$ cat config.mk
export PLATFORM = sky130hd
export DESIGN_NAME = fetch_unit
export DESIGN_NICKNAME = d
export VERILOG_FILES = /design/src/rtl/fetch_unit_pkg.sv /design/src/rtl/fetch_unit_pc_adder.sv /design/src/rtl/fetch_unit.sv
export SDC_FILE = /design/constraint.sdc
export NUM_CORES = 1
export LEC_CHECK = 0
export ABC_AREA = 1
export CORE_ASPECT_RATIO = 0.7
export CORE_MARGIN = 2
export CORE_UTILIZATION = 40
export CTS_CLUSTER_DIAMETER = 100
export DETAILED_ROUTE_END_ITERATION = 8
export PLACE_DENSITY_LB_ADDON = 0.08
export RECOVER_POWER = 50
export SETUP_SLACK_MARGIN = 0.5
export SLEW_MARGIN = 20
export SYNTH_ARGS = -nofsm -noshare
export SYNTH_HDL_FRONTEND = slang
export SYNTH_HIERARCHICAL = 1
export SYNTH_SLANG_ARGS = --single-unit
$ cat constraint.sdc
create_clock -name clk -period 2.95 [get_ports clk]
set_input_delay 0.59 -clock clk [delete_from_list [all_inputs] [get_ports clk]]
set_output_delay 0.59 -clock clk [all_outputs]
set_load 0.02 [all_outputs]
$ cat src/rtl/fetch_unit_pkg.sv
// Shared definitions for the instruction fetch unit: FSM encoding and
// architectural constants.
package fetch_unit_pkg;

    typedef enum logic [2:0] {
        START  = 3'd0,
        REQ    = 3'd1,
        WAIT   = 3'd2,
        VALID  = 3'd3,
        HALTED = 3'd4
    } fetch_state_e;

    localparam logic [15:0] RESET_PC    = 16'h0000;
    localparam logic [15:0] NOP_INSTR   = 16'h0800;
    localparam logic [4:0]  HALT_OPCODE = 5'b00000;

    // Instructions are halfword aligned, so any odd target is illegal.
    function automatic logic isMisaligned(input logic [15:0] addr);
        return addr[0];
    endfunction

endpackage

$ cat src/rtl/fetch_unit_pc_adder.sv
// Wrapping +2 incrementer shared by the link value and sequential fetch.
module pc_adder (
    input  logic [15:0] pcIn,
    output logic [15:0] pcOut
);

    assign pcOut = pcIn + 16'd2;

endmodule

$ cat src/rtl/fetch_unit.sv
// Single-outstanding instruction fetch unit: requests one word at a time,
// presents it to decode and follows sequential, redirect and halt flow.
module fetch_unit
    import fetch_unit_pkg::*;
(
    input  logic        clk,
    input  logic        rst_n,
    output logic        imemReq,
    output logic [15:0] imemAddr,
    input  logic        imemGnt,
    input  logic        imemRdy,
    input  logic [15:0] imemData,
    input  logic        stall,
    input  logic        redirect,
    input  logic [15:0] redirectPc,
    input  logic        halt,
    output logic [15:0] instr,
    output logic        instrValid,
    output logic [15:0] pc,
    output logic [15:0] pcPlus2,
    output logic        halted,
    output logic        err
);

    fetch_state_e state, nextState;
    logic [15:0]  fetchPc, nextFetchPc;
    logic         loadInstr;
    logic         setErr;

    pc_adder pcInc (
        .pcIn  (pc),
        .pcOut (pcPlus2)
    );

    always_comb begin
        nextState   = state;
        nextFetchPc = fetchPc;
        loadInstr   = 1'b0;
        setErr      = 1'b0;
        unique case (state)
            START:  nextState = REQ;
            REQ:    if (imemGnt) nextState = WAIT;
            WAIT: begin
                if (imemRdy) begin
                    loadInstr = 1'b1;
                    nextState = VALID;
                end
            end
            VALID: begin
                // Control inputs only matter at the moment decode consumes.
                if (!stall) begin
                    if (halt) begin
                        nextState = HALTED;
                    end else if (redirect && isMisaligned(redirectPc)) begin
                        setErr    = 1'b1;
                        nextState = HALTED;
                    end else if (redirect) begin
                        nextFetchPc = redirectPc;
                        nextState   = REQ;
                    end else begin
                        nextFetchPc = pcPlus2;
                        nextState   = REQ;
                    end
                end
            end
            HALTED: nextState = HALTED;
            default: nextState = START;
        endcase
    end

    always_ff @(posedge clk or negedge rst_n) begin
        if (!rst_n) begin
            state   <= START;
            fetchPc <= RESET_PC;
            pc      <= RESET_PC;
            instr   <= NOP_INSTR;
            err     <= 1'b0;
        end else begin
            state   <= nextState;
            fetchPc <= nextFetchPc;
            if (loadInstr) begin
                instr <= imemData;
                pc    <= fetchPc;
            end
            if (setErr) err <= 1'b1;
        end
    end

    assign imemReq    = (state == REQ);
    assign imemAddr   = fetchPc;
    assign instrValid = (state == VALID);
    assign halted     = (state == HALTED);

endmodule

# == After elaboration in Yosys (flattened, before gate mapping) ==
# Cells that the tools add are included.
# totals
regBits,52
inputBits,39
out_inout_bits,68
elab_cells,33
# classes
n_addsub,1
eq_ne,7
muxes,13
bitwise_logic,3
n_reduce_logical,4
# ops
op,n
$add A16 B2 Y16 const B,1
$mux W16,1
$mux W3,5
$pmux W3 S5,1
$eq A3 B2 Y1 const B,2
$mux W1,6
$ne A2 B2 Y1 const B,2
$reduce_and A4 Y1,1
$eq A3 B1 Y1 const B,1
$eq A3 B3 Y1 const B,1
$logic_not A3 Y1,1
$not A1 Y1,3
$reduce_and A3 Y1,1
$ne A2 B1 Y1 const B,1
$logic_and A1 B1 Y1,1

# == Depth between registers and ports, before layout ==
# depth
depth_word,5
ltp_mapped,10
depth_no_buf,10

# == Hierarchy ==
# Netlist, hierarchy kept.
# by_module_without_submodules
mod,instances,cells_each,area_per_inst_um2,seq_area_each_um2
fetch_unit,1,294,2481.1,1302.5
pc_adder,1,71,369.1,0.0

# == Least setup slack after synthesis ==
# Ideal clock, no wire load.
# synth_timing
path_kind,reg-to-output
start,register pc[1]
end,output port pcPlus2[9]
arrival_time_ns,1.431
t_required_ns,2.360
path_slack_ns,0.929
path_stages_with_launch,6
n_path_buf,0
path_cell_list,dfrtp_1 ha_1 nand3_2 inv_2 nand2_2 xnor2_1
# synth_via
elab_chain_len,1
# synth_lines
element,line_no,rtl
start: declaration,fetch_unit.sv:19,"output logic [15:0] pc,"
start signal: assignment,fetch_unit.sv:83,pc <= fetchPc;
$add A16 B2 Y16,fetch_unit_pc_adder.sv:7,assign pcOut = pcIn + 16'd2;
end: declaration,fetch_unit.sv:20,"output logic [15:0] pcPlus2,"
# No other way between the ends.

# == Final worst setup path ==
# layout_timing
start,input port redirect
end,register fetchPc[1] (netlist: imemAddr[1])
# layout_via
elab_chain_len,3
elab_cells_between_ends,4
cone_classes,mux (1); bitwise (1); reduce/logical (2)
# layout_lines
element,line_no,rtl
start: declaration,fetch_unit.sv:14,"input logic redirect,"
$logic_and A1 B1 Y1,fetch_unit.sv:54,end else if (redirect && isMisaligned(redirectPc)) begin
$not A1 Y1 (no source line),n/a,
$reduce_and A4 Y1 (no source line),n/a,
end signal: assignment,fetch_unit.sv:80,fetchPc <= nextFetchPc;
end: declaration,fetch_unit.sv:26,"logic [15:0] fetchPc, nextFetchPc;"
# Parallel ways exist; a longest one is shown, timed or not.
# A chain may end at the register's enable or synchronous reset.

==> impl_metrics.prom <==
# TYPE chip_impl_metric gauge
chip_impl_metric{name="vias_per_cell",unit=""} 4.533
chip_impl_metric{name="dp_hpwl",unit="mm"} 5.222
chip_impl_info{name="status",value="complete, but fails checks"} 1
chip_impl_metric{name="syn_nets",unit=""} 405
chip_impl_metric{name="max_frequency",unit="GHz"} 0.4032
chip_impl_info{name="cts_tree",value="built"} 1
chip_impl_metric{name="fill_cell_instance_count_of_the_final_layout",unit=""} 658
chip_impl_metric{name="antenna_cells_inserted",unit=""} 0
chip_impl_metric{name="hold-path-cell-count",unit=""} 1
chip_impl_metric{name="maxSlewHeadroom",unit="%"} -39.30
chip_impl_metric{name="worst_ep_required_time",unit="ps"} 3150
chip_impl_metric{name="placementRows",unit=""} 25
chip_impl_metric{name="drcViolationCount",unit=""} 0
chip_impl_metric{name="die_y",unit="um"} 74.63
chip_impl_metric{name="maxCapViolations",unit=""} 1
chip_impl_metric{name="synth.lib_cells_used.distinct",unit=""} 29
chip_impl_metric{name="timing.final.crit_period",unit="ps"} 2480
chip_impl_metric{name="synthToLayoutAreaGrowth",unit="%"} 40.69
chip_impl_metric{name="setup_violations",unit=""} 0
chip_impl_metric{name="seqCellArea",unit="um2"} 1309
chip_impl_metric{name="async_reset_ff_share",unit="%"} 100.0
chip_impl_metric{name="clock-skew-final",unit="ps"} 4.952
chip_impl_metric{name="initial_utilization",unit="%"} 41.80
chip_impl_info{name="r2r-end",value="imemAddr[1]"} 1
chip_impl_metric{name="syn_area",unit="um2"} 2850
chip_impl_metric{name="finalWeightedCongestion",unit=""} 0.8176
chip_impl_metric{name="worstSkewPairLatency",unit="ps"} 300
chip_impl_metric{name="fp.dieArea",unit="um2"} 7828
chip_impl_metric{name="finalHoldViolCount",unit=""} 0
chip_impl_metric{name="area_used_by_multi_input_combinational_logic",unit="um2"} 1181
chip_impl_metric{name="wire_per_inst",unit="um"} 12.66
chip_impl_metric{name="tritoncts.num_buffers",unit=""} 5
chip_impl_metric{name="gate_count_of_the_mapped_netlist",unit=""} 365
chip_impl_info{name="r2r-start",value="state[2]"} 1
chip_impl_metric{name="io_pins",unit=""} 107
chip_impl_metric{name="drt.antenna.violating_nets",unit=""} 0
chip_impl_info{name="synth.top_cells.by_count",value="sky130_fd_sc_hd__nand2_1, sky130_fd_sc_hd__inv_1, sky130_fd_sc_hd__dfrtp_1"} 1
chip_impl_info{name="worst_hold_startpoint",value="err"} 1
chip_impl_info{name="worstSetupEndpointType",value="flip-flop"} 1
chip_impl_info{name="worstSetupStartpointType",value="input pin"} 1
chip_impl_metric{name="route.vias.total",unit=""} 2552
chip_impl_metric{name="portBuffers",unit=""} 106
chip_impl_metric{name="seq_area_frac_synth",unit="%"} 45.70
chip_impl_metric{name="maximum_number_of_pins_on_one_net_before_global_route_repair",unit=""} 65
chip_impl_metric{name="reg2reg_setup_slack",unit="ps"} 1160
chip_impl_metric{name="layout_nets",unit=""} 508
chip_impl_info{name="hp-class",value="reg -> reg"} 1
chip_impl_metric{name="timing.critical_path.arrival",unit="ps"} 2680
chip_impl_metric{name="synth.ff_latch_count",unit=""} 52
chip_impl_info{name="critical_path_class",value="in -> reg"} 1
chip_impl_info{name="area_leader_netlist",value="sky130_fd_sc_hd__dfrtp_1"} 1
chip_impl_metric{name="ir_worst_vdd",unit="mV"} 0.5060
chip_impl_metric{name="number_of_synthesized_flops_with_an_enable_pin",unit=""} 0
chip_impl_info{name="clk_root_buffer_cell",value="sky130_fd_sc_hd__clkbuf_8"} 1
chip_impl_metric{name="grt_first_pass_wirelength",unit="mm"} 11.84
chip_impl_metric{name="core_area",unit="um2"} 6819
chip_impl_metric{name="cts_sinks",unit=""} 52
chip_impl_metric{name="p_per_area",unit="nW/um2"} 1053
chip_impl_info{name="post-synth-top-count-cell",value="sky130_fd_sc_hd__nand2_1"} 1
chip_impl_metric{name="syn_avg_cell_area",unit="um2"} 7.809
chip_impl_metric{name="clk_pin_slew_worst_paths",unit="ps"} 90
chip_impl_metric{name="utilization",unit="%"} 58.81
chip_impl_metric{name="report.final.slew_viol_count",unit=""} 40
chip_impl_metric{name="netlist.area_leader.share",unit="%"} 44.78
chip_impl_metric{name="cts-htree-levels",unit=""} 2
chip_impl_metric{name="leakage",unit="uW"} 0.001958
chip_impl_metric{name="finalCritPeriodShare",unit="%"} 84.06
chip_impl_metric{name="wirelength",unit="mm"} 7.129
chip_impl_metric{name="first_global_vias",unit=""} 2400
chip_impl_metric{name="worst_r2r_path_depth",unit=""} 6
chip_impl_metric{name="yosys_warnings",unit=""} 6
chip_impl_info{name="min_delay_worst_endpoint",value="err"} 1
chip_impl_metric{name="grt_antenna_before_repair",unit=""} 0
chip_impl_metric{name="dr.first_iter.drc_count",unit=""} 104
chip_impl_metric{name="timing.setup.tns",unit="ps"} 0
chip_impl_metric{name="grt_overflow_total",unit=""} 0
chip_impl_metric{name="clockBufferDepth",unit=""} 2
chip_impl_info{name="violated_checks",value="max-capacitance violations, max-slew violations"} 1
chip_impl_metric{name="track_usage",unit="%"} 19.06
chip_impl_metric{name="worst-slew-pin-transition",unit="ps"} 2090
chip_impl_metric{name="detailedRoute.firstPassIterationCount",unit=""} 4
chip_impl_metric{name="fp.dieW",unit="um"} 104.9
chip_impl_info{name="yosys_most_used_dff",value="sky130_fd_sc_hd__dfrtp_1"} 1
chip_impl_info{name="grt_setup_unrepaired",value="no"} 1
chip_impl_metric{name="drive_gt1_share",unit="%"} 11.51
chip_impl_info{name="synth.area.top_cells",value="sky130_fd_sc_hd__dfrtp_1, sky130_fd_sc_hd__nand2_1, sky130_fd_sc_hd__inv_1"} 1
chip_impl_metric{name="critical_path_peak_fanout",unit=""} 17
where the power goes:
part / switching (uW) / leakage [uW] / internal (uW)
registers: 346 / 0.000660 / 1060
clock network: 235 / 0.0000445 / 191
logic: 1350 / 0.00125 / 1040
total: 1930 / 0.00196 / 2290
cells in the final DEF, fill, tap and decap left out, types with 2 or more instances in the layout:
cell and instances:
sky130_fd_sc_hd__buf_4 2, sky130_fd_sc_hd__clkbuf_8 6, sky130_fd_sc_hd__o21ai_0 17, sky130_fd_sc_hd__inv_1 67
sky130_fd_sc_hd__o21ai_1 16, sky130_fd_sc_hd__clkdlybuf4s50_1 77, sky130_fd_sc_hd__dlygate4sd2_1 7, sky130_fd_sc_hd__xor2_1 3
sky130_fd_sc_hd__o21ai_2 16, sky130_fd_sc_hd__dfrtp_1 46, sky130_fd_sc_hd__dlygate4sd3_1 16, sky130_fd_sc_hd__clkbuf_2 5
sky130_fd_sc_hd__nand3_2 2, sky130_fd_sc_hd__dfrtp_2 5, sky130_fd_sc_hd__nor2_1 16, sky130_fd_sc_hd__nor2_4 3
sky130_fd_sc_hd__inv_2 3, sky130_fd_sc_hd__nand3_4 2, sky130_fd_sc_hd__nand4_1 5, sky130_fd_sc_hd__xnor2_1 4
sky130_fd_sc_hd__nand3_1 27, sky130_fd_sc_hd__nand2_1 107, sky130_fd_sc_hd__nand2_2 3, sky130_fd_sc_hd__clkbuf_1 2
sky130_fd_sc_hd__nor2_2 3
sequential cells by signal (all words and copies together) (netlist names):
signal	count
err	1
imemAddr	16
instr	16
pc	16
state	3
worst max-delay path, stage by stage:
cell,delay [ps]
sky130_fd_sc_hd__dlygate4sd3_1,560
sky130_fd_sc_hd__nand2_1,140
sky130_fd_sc_hd__nand2_1,110
sky130_fd_sc_hd__inv_1,470
sky130_fd_sc_hd__nand2_1,560
sky130_fd_sc_hd__nand2_1,180
sky130_fd_sc_hd__nand2_1,70
area by class of cell:
| class | instances | share of cell area [%] |
|---|---|---|
| well taps | 94 | 2.933 |
| multi-input cells | 230 | 29.45 |
| clock buffers | 7 | 2.153 |
| repair buffers | 109 | 26.08 |
| inverters | 70 | 6.552 |
| flip-flops and latches | 52 | 32.64 |
| clock inverters | 1 | 0.1872 |
worst max path at each step:
stage,startpoint,endpoint,slack (ps),cells past startpoint
floorplan,pc[1],pcPlus2[9],930,5
global placement,pc[1],pcPlus2[7],590,5
detailed placement,pc[1],pcPlus2[15],570,6
CTS,pc[1],pcPlus2[15],480,7
global route,rst_n,pc[4],260,1
finish,redirect,imemAddr[1],470,7
kinds of logic after synthesis:
| family | after synthesis | share of synthesized area, % |
|---|---|---|
| fa+ha+maj | 1 | 0.4389 |
| simple gates | 171 | 27.61 |
| flops | 52 | 45.70 |
| compound gates | 51 | 11.15 |
| buf+inv | 83 | 12.95 |
| xor+xnor | 7 | 2.151 |
routing by layer:
| metal | track usage [%] | wire length [um] | vias to the layer above |
|---|---|---|---|
| met5 | 0 | 0 | - |
| met3 | 6.753 | 531 | 4 |
| met1 | 25.92 | 3497 | 1156 |
| met4 | 2.370 | 34 | 0 |
| li1 | - | - | 1326 |
| met2 | 30.74 | 3065 | 66 |
repair_timing:
| item | in CTS | in global routing |
|---|---|---|
| pin swaps | 0 | 0 |
| gates cloned | 0 | 0 |
| setup endpoints to repair | 12 | 6 |
| buffers inserted | 0 | 1 |
| gates resized for setup | 18 | 11 |
| hold buffers | 0 | 0 |
metrics by stage:
stage | setup WS (ps) | total power, uW | area [um2] | instances | hold WS, ps
after global routing | 257.3 | 4566 | 4010 | 563 | 484.0
after global placement | 588.9 | 3874 | 3933 | 554 | 445.8
after detailed placement | 566.4 | 3924 | 3933 | 554 | 454.7
after CTS | 483.6 | 4310 | 4019 | 562 | 422.5
final | 470.1 | 4222 | 4010 | 563 | 470.8
after floorplan | 928.8 | 2774 | 2850 | 365 | 294.4
No activity file was read; power rests on OpenSTA's default activity.
